==> src/rtl/systolic_seq_ctrl.sv <==
// Sequencer for a DEPTH-stage systolic array: clears the array, streams len words
// in, flushes them through, and hands captured results out over a valid/ready port.
module systolic_seq_ctrl #(
    parameter int DEPTH = 8,
    parameter int WIDTH = 8
) (
    input  logic             clk,
    input  logic             rst_n,
    input  logic             start,
    input  logic [3:0]       len,
    input  logic             in_valid,
    output logic             in_ready,
    input  logic [WIDTH-1:0] in_data,
    output logic             arr_shift,
    output logic             arr_clr,
    output logic [WIDTH-1:0] arr_in,
    input  logic [WIDTH-1:0] arr_out,
    output logic             out_valid,
    input  logic             out_ready,
    output logic [WIDTH-1:0] out_data,
    output logic             busy,
    output logic             done
);

    // Shift counter must hold len+DEPTH (up to 16+DEPTH) without wrapping.
    localparam int SCW = ($clog2(DEPTH + 17) > 5) ? $clog2(DEPTH + 17) : 5;
    localparam logic [SCW-1:0] DEPTH_C = SCW'(DEPTH);

    localparam logic [2:0] IDLE   = 3'd0;
    localparam logic [2:0] CLEAR  = 3'd1;
    localparam logic [2:0] FILL   = 3'd2;
    localparam logic [2:0] DRAIN  = 3'd3;
    localparam logic [2:0] FINISH = 3'd4;

    logic [2:0]       state_q, state_d;
    logic [SCW-1:0]   sc_q, sc_d;
    logic [SCW-1:0]   len_q, len_d;
    logic             ov_q, ov_d;
    logic [WIDTH-1:0] od_q, od_d;

    logic slot_ok, room, capture;

    assign slot_ok = !ov_q || out_ready;
    // Until the pipe is primed nothing reaches the output, so shifting needs no free slot.
    assign room    = slot_ok || (sc_q < DEPTH_C);
    assign capture = arr_shift && (sc_q >= DEPTH_C);

    always_comb begin
        state_d   = state_q;
        sc_d      = sc_q;
        len_d     = len_q;
        in_ready  = 1'b0;
        arr_shift = 1'b0;
        arr_clr   = 1'b0;
        arr_in    = '0;
        done      = 1'b0;
        case (state_q)
            IDLE: begin
                if (start) begin
                    state_d = CLEAR;
                    len_d   = (len == 4'd0) ? SCW'(16) : SCW'(len);
                    sc_d    = '0;
                end
            end
            CLEAR: begin
                arr_clr = 1'b1;
                state_d = FILL;
            end
            FILL: begin
                in_ready  = room;
                arr_shift = in_valid && room;
                if (arr_shift) begin
                    arr_in = in_data;
                    if (sc_q + SCW'(1) == len_q)
                        state_d = DRAIN;
                end
            end
            DRAIN: begin
                arr_shift = room;
                if (arr_shift && (sc_q + SCW'(1) == len_q + DEPTH_C))
                    state_d = FINISH;
            end
            FINISH: begin
                if (slot_ok) begin
                    done    = 1'b1;
                    state_d = IDLE;
                end
            end
            default: state_d = IDLE;
        endcase
        if (arr_shift)
            sc_d = sc_q + SCW'(1);
    end

    always_comb begin
        ov_d = ov_q;
        od_d = od_q;
        if (capture) begin
            ov_d = 1'b1;
            od_d = arr_out;
        end else if (ov_q && out_ready) begin
            ov_d = 1'b0;
        end
    end

    always_ff @(posedge clk) begin
        if (!rst_n) begin
            state_q <= IDLE;
            sc_q    <= '0;
            len_q   <= '0;
            ov_q    <= 1'b0;
            od_q    <= '0;
        end else begin
            state_q <= state_d;
            sc_q    <= sc_d;
            len_q   <= len_d;
            ov_q    <= ov_d;
            od_q    <= od_d;
        end
    end

    assign out_valid = ov_q;
    assign out_data  = od_q;
    assign busy      = (state_q != IDLE);

endmodule
==> config.mk <==
export PLATFORM = sky130hd
export DESIGN_NAME = systolic_seq_ctrl
export DESIGN_NICKNAME = d
export VERILOG_FILES = /design/src/rtl/systolic_seq_ctrl.sv
export SDC_FILE = /design/constraint.sdc
export NUM_CORES = 1
export LEC_CHECK = 0
export BUFFER_PORTS_ARGS = -buffer_cell sky130_fd_sc_hd__buf_2
export CAP_MARGIN = 20
export CORE_MARGIN = 2
export CORE_UTILIZATION = 35
export CTS_CLUSTER_SIZE = 30
export DETAILED_ROUTE_END_ITERATION = 12
export PLACE_DENSITY_LB_ADDON = 0.05
export SYNTH_ARGS = -nofsm -noshare
export SYNTH_HDL_FRONTEND = slang
export SYNTH_SLANG_ARGS = --single-unit
export TNS_END_PERCENT = 10
==> constraint.sdc <==
create_clock -name clk -period 2.5 [get_ports clk]
set_input_delay 0.125 -clock clk [delete_from_list [all_inputs] [get_ports clk]]
set_output_delay 0.125 -clock clk [all_outputs]
set_load 0.03 [all_outputs]
==> reports/results.tsv, run 1 <==
metric	value	unit
Die Y	62.28	µm
Fin. Hold Viols	0	
leakage dissipation	0.6784	nW
sequential area share after synthesis	0.3705	
Antenna Cells	0	
WP data required	2.38	ns
post-synth top area share	0.3705	
Num CTS Buffers	3	
Area contributors post-synth	dfxtp_1, mux2i_1, nor2b_1	
Synth Flop Type	dfxtp_1	
hold crit path type	in -> reg	
period utilisation layout	0.7608	
Initial Util	0.3590	
filler instances	352	
ys async rst share	0	
drt drc	0	
R2R setup slack	0.74	ns
Slew Viols, Final	0	
Post-Synth Adder-Cell Area	0.02105	
Clock Latency Late Sink	0.30	ns
synthesized instance count	126	
Worst Hold End	out_data[2]	
Post-Syn Area per Cell	9.434	µm²
DR vias/cell	4.758	
Via Count	1042	
top cell family by delay on the critical path	simple AND/OR/NAND/NOR gates	
synthesized net count	153	
largest net degree at the start of global routing	24	
outcome	finished, final reports clean	
Switching Share	0.3002	
f_max	525.8	MHz
final wirelength	2583	µm
mapped cell area	1189	µm²
RSZ-0062 raised after global routing	false	
combinational power share	0.228	
Post-CTS Hold Fix Bufs	0	
Clk pwr share	0.262	
NetSw	0.0002241	W
Synth Register Bits	22	
first-pass GRT wire length	4326	µm
DP Area	1464	µm²
kind of critical path	reg -> out	
MaxCap Viol Count	0	
pwr/cell area	497.5	nW/µm²
number of buffers added for setup after CTS	0	
Startpoint Class	register	
Post-DP HPWL	2027	µm
Final TNS setup	0	ns
Worst Reg-to-Reg Cells	6	
DRT antenna net count	0	
CTS root buf	clkbuf_4	
peak supply drop	0.2589	mV
layout cell share with drive strength beyond 1	0.3353	
Setup WS post-layout	0.5981	ns
Pint	0.0005223	W
CTS tree	done	
Setup WS pre-CTS	0.7699	ns
vias in the first global route	977	
met1 Usage GRT	0.1710	
CP arrival	1.78	ns
DRT iter0 DRCs	25	
Final setup viols	0	
Slew HR	0.6335	
Crit. End Element	output port	
worst hold margin	0.07544	ns
Synthesis Warnings	0	
reg-to-reg endpoint	state_q[0]	
total die area	3878	µm²
synth unique cells	37	
global routing usage on met3	0.02717	
Design Area, Final	1500	µm²
grt met2 use	0.2310	
Die W	62.28	µm
Max clock buf depth	2	
most frequent cells in the layout	buf_2, dfxtp_1, nor2b_1	
Post-synth EDFFs	0	
worst hold path depth	3	
fin crit period	1.902	ns
Synth Area in Simple Gates	0.2979	
clock skew	0.002922	ns
Worst path max stage delay	0.37	ns
peak fanout along the critical path	9	
leading area contributor after synthesis	dfxtp_1	
initial antenna violation count	0	
largest family of logic cells by synthesized area	simple AND/OR/NAND/NOR gates	
number of H-tree levels	1	
most common cell after layout, fill and taps aside	buf_2	
CP max stage cell	dfxtp_1	
FP Rows	21	
NumNets Final	201	
RD Place Congestion	0.7272	
Worst-Margin Slew	0.5359	ns
first-pass iteration count of the detailed router	4	
area added between synthesis and finish	26.21	%
Overflow after GRT	0	
GR peak layer	met2	
mux cell area share after synthesis	0.1095	
r2r startpoint	sc_q[0]	
ordered list of cells on the worst path	and2b_1 > nand2b_1 > nor2_1 > and3_1 > buf_2	
post-synthesis compound-gate area fraction	0.1116	
Post-Layout Cell Count	219	
Core ar.	3311	µm²
hold_sp	arr_out[2]	
IO buf count	46	
cells resized by post-CTS repair	0	
io pins	47	
clock slew at reported path FFs	0.12	ns
Total GRT Usage	0.1383	
CP bufs+invs	1	
Seq pwr share	0.510	
xor/xnor cell area share of the yosys netlist	0.06316	
CTS Sinks	22	
drt wl/cell	11.79	µm
Cells after DPL	215	
==> worst register-to-register path, cell delays in order, from the launching register on <==
cell     delay [ns]
dfxtp_1        0.45
ha_1           0.26
nand3_1        0.14
xnor2_1        0.19
or3_4          0.35
a21oi_1        0.18
nor4_1         0.07
==> layer usage <==
layer / vias up / share of wire
li1: 534 / -
met5: - / 0
met2: 40 / 0.47
met1: 466 / 0.45
met3: 2 / 0.069
met4: 0 / 0.0077
==> per-stage QoR <==
stage	total power, W	utilization
2_1_floorplan	0.0005043	-
3_3_place_gp	0.0005567	0.4422
3_5_place_dp	0.0005596	0.4422
4_1_cts	0.0007630	0.4531
5_1_grt	0.0007913	0.4531
6_report	0.0007464	0.4531
==> cell families (layout without fill, tap and decap cells) <==
family          Yosys count  after routing
flops                    22             22
buf+inv                   8             55
xor+xnor                  7              7
fa+ha+maj                 2              2
compound gates           16             16
simple gates             58             58
mux                      13             13
==> registers in the layout (all words and copies together) (netlist names) <==
register,flops
out_valid,1
sc_q,5
state_q,3
out_data,8
len_q,5
==> worst max path at each step <==
stage,start,cells after the start,to
2_1_floorplan,out_valid,4,arr_in[0]
3_3_place_gp,sc_q[0],6,state_q[2]
3_5_place_dp,sc_q[0],6,state_q[0]
4_1_cts,state_q[2],5,arr_in[0]
5_1_grt,sc_q[3],5,arr_in[0]
6_report,state_q[2],5,arr_in[0]
==> cells in the mapped netlist, drive strengths merged (2+ instances only) <==
cell     n
dfxtp   22
nor2b   16
mux2i   13
and3    11
nor2    11
inv      5
nand3    5
xor2     4
a21boi   3
a21oi    3
nand2b   3
o21ai    3
or3      3
and2     2
clkbuf   2
ha       2
nand2    2
nor4     2
xnor2    2
==> power by group through the flow <==
stage / clock network (W) / logic [W] / registers (W)
5_1_grt: 0.000222 / 0.000186 / 0.000383
3_3_place_gp: 0 / 0.000169 / 0.000388
2_1_floorplan: 0 / 0.000121 / 0.000384
3_5_place_dp: 0 / 0.000171 / 0.000389
6_report: 0.000196 / 0.000170 / 0.000381
4_1_cts: 0.000211 / 0.000171 / 0.000381
==> cell type report <==
cell class | instances | area (µm²) | area share
clock buffer | 4 | 36.28 | 0.02419
timing repair buffer | 46 | 230.2 | 0.1535
tap | 46 | 57.56 | 0.03837
inverter | 5 | 18.77 | 0.01251
multi-input combinational | 96 | 716.9 | 0.4779
sequential | 22 | 440.4 | 0.2936
Power figures use the tool's default switching activity.
==> run 2: changes to the inputs <==
--- a/config.mk
+++ b/config.mk
@@ -5,6 +5,7 @@
 export SDC_FILE = /design/constraint.sdc
 export NUM_CORES = 1
 export LEC_CHECK = 0
+export ABC_AREA = 1
 export BUFFER_PORTS_ARGS = -buffer_cell sky130_fd_sc_hd__buf_2
 export CAP_MARGIN = 20
 export CORE_MARGIN = 2
==> constraint.sdc (replaced) <==
create_clock -name clk -period 1.7 [get_ports clk]
set_input_delay 0.085 -clock clk [delete_from_list [all_inputs] [get_ports clk]]
set_output_delay 0.085 -clock clk [all_outputs]
set_load 0.03 [all_outputs]
==> run 2 against run 1 <==
Against the previous run: final area increased by 18%; highest routed layer unchanged; sequential cell count unchanged; clock skew about the same; first-iteration DRC count increased by 56%; via count increased by 34%; sequential power increased by 81%; synthesized cell count increased by 66%; setup slack got worse by 0.46 ns; non-clock buffer count increased by 9.
==> reports/results.tsv, run 2 <==
metric	value	unit	change
outcome	finished, final reports clean		unchanged
CP arrival	1.48	ns	was 1.78 ns
final wirelength	3188	µm	was 2583 µm
first-pass iteration count of the detailed router	4		unchanged
Synth top cells by count	nand2_1, nor2_1, inv_1		was dfxtp_1, nor2b_1, mux2i_1
pwr/cell area	1259	nW/µm²	was 497.5 nW/µm²
io pins	47		unchanged
Final setup viols	0		unchanged
CTS root buf	clkbuf_8		was clkbuf_4
initial antenna violation count	0		unchanged
synth unique cells	23		was 37
FP Rows	22		was 21
Post-synth EDFFs	0		unchanged
drt drc	0		unchanged
Slew HR	0.7919		was 0.6335
period utilisation layout	0.9208		
Slew Viols, Final	0		unchanged
sequential area share after synthesis	0.3336		was 0.3705
Pint	0.001310	W	was 0.0005223 W
clock slew at reported path FFs	0.08	ns	was 0.12 ns
hold crit path type	in -> reg		unchanged
Post-Syn Area per Cell	6.316	µm²	was 9.434 µm²
post-synth top area share	0.3336		was 0.3705
drt wl/cell	10.22	µm	was 11.79 µm
Startpoint Class	register		unchanged
Initial Util	0.3633		was 0.3590
CTS tree	done		unchanged
Crit. End Element	output port		unchanged
leakage dissipation	0.9085	nW	was 0.6784 nW
Die Y	65.41	µm	was 62.28 µm
number of H-tree levels	1		unchanged
Fin. Hold Viols	0		unchanged
Seq pwr share	0.308		was 0.510
RD Place Congestion	0.7664		was 0.7272
fin crit period	1.565	ns	
Worst Reg-to-Reg Cells	13		was 6
mapped cell area	1320	µm²	was 1189 µm²
Synthesis Warnings	0		unchanged
NumNets Final	292		was 201
Core ar.	3633	µm²	was 3311 µm²
Switching Share	0.4138		was 0.3002
most common cell in the netlist	nand2_1		was dfxtp_1
combinational power share	0.475		was 0.228
Synth Register Bits	22		unchanged
largest net degree at the start of global routing	16		was 24
DRT antenna net count	0		unchanged
MaxCap Viol Count	0		unchanged
synthesized instance count	209		was 126
Num CTS Buffers	3		unchanged
r2r startpoint	sc_q[0]		unchanged
area added between synthesis and finish	34.50	%	was 26.21%
IO buf count	46		unchanged
most common cell after layout, fill and taps aside	buf_2		unchanged
Synth Flop Type	dfxtp_1		unchanged
WP data required	1.62	ns	was 2.38 ns
leading area contributor after synthesis	dfxtp_1		unchanged
Die W	65.41	µm	was 62.28 µm
critical path startpoint	state_q[1]		was state_q[2]
layout cell share with drive strength beyond 1	0.3106		was 0.3353
peak supply drop	0.5713	mV	was 0.2589 mV
Final TNS setup	0	ns	unchanged
peak fanout along the critical path	6		was 9
clock skew	0.002678	ns	was 0.002922 ns
Total GRT Usage	0.1550		was 0.1383
synthesized net count	236		was 153
Overflow after GRT	0		unchanged
R2R setup slack	0.15	ns	was 0.74 ns
kind of critical path	reg -> out		unchanged
f_max	638.8	MHz	
reg-to-reg endpoint	state_q[0]		unchanged
Clk pwr share	0.216		was 0.262
first-pass GRT wire length	5237	µm	was 4326 µm
Max clock buf depth	2		unchanged
worst hold margin	0.06132	ns	was 0.07544 ns
Antenna Cells	0		unchanged
ys async rst share	0		unchanged
most frequent cells in the layout	buf_2, nand2_1, nor2_1		was buf_2, dfxtp_1, nor2b_1
DRT iter0 DRCs	39		was 25
Final Power	0.002234	W	was 0.0007464 W
DR vias/cell	4.487		was 4.758
Via Count	1400		was 1042
NetSw	0.0009246	W	was 0.0002241 W
max reg flops	8		unchanged
Clock Latency Late Sink	0.26	ns	was 0.30 ns
total die area	4278	µm²	was 3878 µm²
Area contributors post-synth	dfxtp_1, nand2_1, nor2_1		was dfxtp_1, mux2i_1, nor2b_1
Worst-Margin Slew	0.3109	ns	was 0.5359 ns
Critical path destination	arr_shift		was arr_in[0]
vias in the first global route	1192		was 977
CTS Sinks	22		unchanged
RSZ-0062 raised after global routing	false		unchanged
Post-DP HPWL	2561	µm	was 2027 µm
[run 2: cell count changes in the layout (fill, tap and decap cells not counted), sizes merged, moves of 8 or more]
cell | before | now
mux2i | 13 | 0
nor2b | 16 | 0
nand3 | 5 | 18
buf | 46 | 54
nor2 | 11 | 44
a21oi | 3 | 12
and3 | 11 | 0
inv | 5 | 35
nand2 | 2 | 46
o21ai | 3 | 17
[run 2: power by group through the flow]
stage | Combinational [W] | Clock [W] | Sequential, W
2_1_floorplan | 0.000745 | 0 | 0.000660
3_3_place_gp | 0.00102 | 0 | 0.000679
3_5_place_dp | 0.00102 | 0 | 0.000681
4_1_cts | 0.00104 | 0.000494 | 0.000669
5_1_grt | 0.00118 | 0.000520 | 0.000701
6_report | 0.00106 | 0.000483 | 0.000689
[run 2: cell families after synthesis]
family / synth area share
AND/OR/NAND/NOR: 0.3867
buffers and inverters: 0.1204
AO/OA/AOI/OAI: 0.1270
flip-flops: 0.3336
XOR/XNOR: 0.01327
adder cells (fa/ha/maj): 0.01895
[run 2: worst min path at each step]
stage                     startpoint     endpoint  slack (ns)  cells past startpoint
after floorplan               len[0]     len_q[0]        0.22                      2
after global placement        len[0]     len_q[0]        0.34                      3
after detailed placement      len[0]     len_q[0]        0.34                      3
after CTS                 arr_out[6]  out_data[6]        0.07                      3
after global routing          len[0]     len_q[0]        0.09                      3
final                         len[0]     len_q[0]        0.06                      3
[run 2: through the flow]
stage	std cells	setup slack, ns	util	area (µm²)
2_1_floorplan	209	0.05305	-	1320
3_3_place_gp	307	0.07626	0.4528	1645
3_5_place_dp	307	0.04457	0.4528	1645
4_1_cts	312	0.03895	0.4745	1724
5_1_grt	312	0.001045	0.4886	1775
6_report	312	0.1346	0.4886	1775
[run 2: repair_timing]
item / 4_1_cts / 5_1_grt
gates resized for setup: 0 / 20
setup endpoints to repair: 1 / 18
pin swaps: 1 / 5
hold buffers: 0 / 0
gates cloned: 0 / 0
buffers inserted: 1 / 0
[run 2: final cells by class]
type,count,area [µm²]
Multi-Input combinational cell,148,758.2
Timing Repair Buffer,55,300.3
Inverter,35,133.9
Sequential cell,22,451.7
Fill cell,411,1858
Tap cell,48,60.06
Clock inverter,1,30.03
Clock buffer,3,41.29
[run 2: per-layer routing]
metal / global-route usage / vias up / part of all wire
li1: - / 763 / -
met1: 0.2087 / 594 / 0.48
met2: 0.2564 / 38 / 0.45
met3: 0.03253 / 5 / 0.062
met4: 0.03125 / 0 / 0.0085
met5: 0 / - / 0
[run 2: worst max-delay path: stages, from the launching register on]
cell and delay (ns):
dfxtp_1 0.43, inv_2 0.07, nor2_2 0.13, inv_1 0.10
o21ai_4 0.16, buf_4 0.15, clkbuf_4 0.18
==> run 3: changes to the inputs <==
==> constraint.sdc (replaced) <==
create_clock -name clk -period 1.7 [get_ports clk]
set_input_delay 0.17 -clock clk [delete_from_list [all_inputs] [get_ports clk]]
set_output_delay 0.17 -clock clk [all_outputs]
set_load 0.03 [all_outputs]
==> run 3 against run 2 <==
Against the previous run: wire length grew 1.1%; setup slack lost 0.034 ns; count of clock-buffer cells in the layout is the same; power grew 2.5%; utilization grew 1.5 points; fmax shrank 2.1%; via count grew 1.4%; first-iteration DRC count grew 13%; critical path type unchanged.
==> reports/results.tsv, run 3 (same netlist as run 2, synthesis figures left out) <==
metric	value	unit	change
outcome	finished, final reports clean		unchanged
hold_sp	arr_out[4]		was len[0]
Die W	65.41	µm	unchanged
Clock Latency Late Sink	0.27	ns	was 0.26 ns
Post-DP HPWL	2468	µm	was 2561 µm
CTS root buf	clkbuf_8		unchanged
Core ar.	3633	µm²	unchanged
WP data required	1.53	ns	was 1.62 ns
Max clock buf depth	2		unchanged
NumNets Final	294		was 292
DRT iter0 DRCs	44		was 39
CTS Sinks	22		unchanged
period utilisation layout	0.9408		was 0.9208
peak fanout along the critical path	8		was 6
Slew Viols, Final	0		unchanged
leakage dissipation	0.9181	nW	was 0.9085 nW
CTS tree	done		unchanged
Initial Util	0.3633		unchanged
number of H-tree levels	1		unchanged
most frequent cells in the layout	nand2_1, buf_2, nor2_1		was buf_2, nand2_1, nor2_1
Final setup viols	0		unchanged
Worst-Margin Slew	0.3257	ns	was 0.3109 ns
register area	449.2	µm²	was 451.7 µm²
RD Place Congestion	0.7954		was 0.7664
drt wl/cell	10.26	µm	was 10.22 µm
io pins	47		unchanged
Die Y	65.41	µm	unchanged
area of the multi-input gates	783.3	µm²	was 758.2 µm²
clock slew at reported path FFs	0.08	ns	about the same
Slew HR	0.7821		was 0.7919
DRT antenna net count	0		unchanged
layout cell share with drive strength beyond 1	0.3346		was 0.3106
drt drc	0		unchanged
Overflow after GRT	0		unchanged
DR vias/cell	4.519		was 4.487
Num CTS Buffers	3		unchanged
Worst Hold End	out_data[4]		was len_q[0]
total die area	4278	µm²	unchanged
peak supply drop	0.5234	mV	was 0.5713 mV
Worst Reg-to-Reg Cells	13		unchanged
RSZ-0062 raised after global routing	true		was false
vias in the first global route	1185		was 1192
Design Area, Final	1831	µm²	was 1775 µm²
IO buf count	46		unchanged
Final Power	0.002291	W	was 0.002234 W
MaxCap Viol Count	0		unchanged
Setup WS post-layout	0.1006	ns	was 0.1346 ns
Post-Layout Cell Count	314		was 312
Fin. Hold Viols	0		unchanged
hold crit path type	in -> reg		unchanged
CP arrival	1.43	ns	was 1.48 ns
Total GRT Usage	0.1507		was 0.1550
area added between synthesis and finish	38.67	%	was 34.50%
most common cell after layout, fill and taps aside	nand2_1		was buf_2
FP Rows	22		unchanged
initial antenna violation count	0		unchanged
filler instances	399		was 411
R2R setup slack	0.13	ns	was 0.15 ns
Startpoint Class	register		unchanged
Setup WS pre-CTS	0.05549	ns	was 0.04457 ns
f_max	625.2	MHz	was 638.8 MHz
worst hold path depth	3		unchanged
first-pass iteration count of the detailed router	4		unchanged
max reg flops	8		unchanged
Crit. End Element	output port		unchanged
Cells after DPL	307		unchanged
Via Count	1419		was 1400
fin crit period	1.599	ns	was 1.565 ns
final wirelength	3223	µm	was 3188 µm
DP Area	1652	µm²	was 1645 µm²
clock skew	0.003217	ns	was 0.002678 ns
kind of critical path	reg -> out		unchanged
r2r startpoint	sc_q[1]		was sc_q[0]
reg-to-reg endpoint	state_q[0]		unchanged
pwr/cell area	1252	nW/µm²	was 1259 nW/µm²
first-pass GRT wire length	5030	µm	was 5237 µm
Antenna Cells	0		unchanged
largest net degree at the start of global routing	16		unchanged
run 3: per-stage QoR:
step                hold slack [ns]  setup TNS, ns  utilization
floorplan                    0.3049              0            -
global placement             0.4165              0       0.4545
detailed placement           0.4191              0       0.4545
CTS                          0.1339              0       0.4804
global route                 0.1384       -0.02068       0.5038
finish                       0.1381              0       0.5038
run 3: critical path, cell delays in order (launching register included):
cell	delay (ns)
dfxtp_2	0.36
nor2_4	0.14
nor2_4	0.06
nor2_4	0.12
nand2_4	0.07
buf_4	0.16
nor2_1	0.07
buf_2	0.19
run 3: layout make-up:
type,instances,area share
sequential,22,0.2454
multi-input combinational,148,0.4279
clock buffer,3,0.02256
clock inverter,1,0.01640
tap,48,0.03281
timing repair buffer,57,0.1818
inverter,35,0.07314
run 3: how the worst max path moves through the flow:
stage / start / endpoint / slack, ns / cells past startpoint
global placement: sc_q[0] / state_q[0] / 0.07 / 12
finish: sc_q[3] / arr_in[0] / 0.10 / 7
floorplan: sc_q[0] / state_q[0] / 0.05 / 13
CTS: state_q[0] / arr_in[2] / 0.003 / 7
detailed placement: sc_q[0] / state_q[0] / 0.06 / 12
global route: sc_q[3] / arr_in[5] / -0.02 / 7
run 3: power by group:
group	leakage (nW)	switching [W]	internal [W]
combinational	0.701	0.000679	0.000430
sequential	0.181	0.0000894	0.000600
clock	0.0357	0.000179	0.000315
total	0.918	0.000947	0.00134
run 3: what timing repair did:
action	CTS	global route
pin swaps	1	7
hold buffers	0	0
buffers inserted	2	1
setup endpoints to repair	3	23
resized for setup	3	33
run 3: routing by layer:
layer  GRT usage  routed length [µm]
met1      0.2036                1539
met4     0.04688                  21
met3     0.03425                 182
met5           0                   0
met2      0.2385                1479
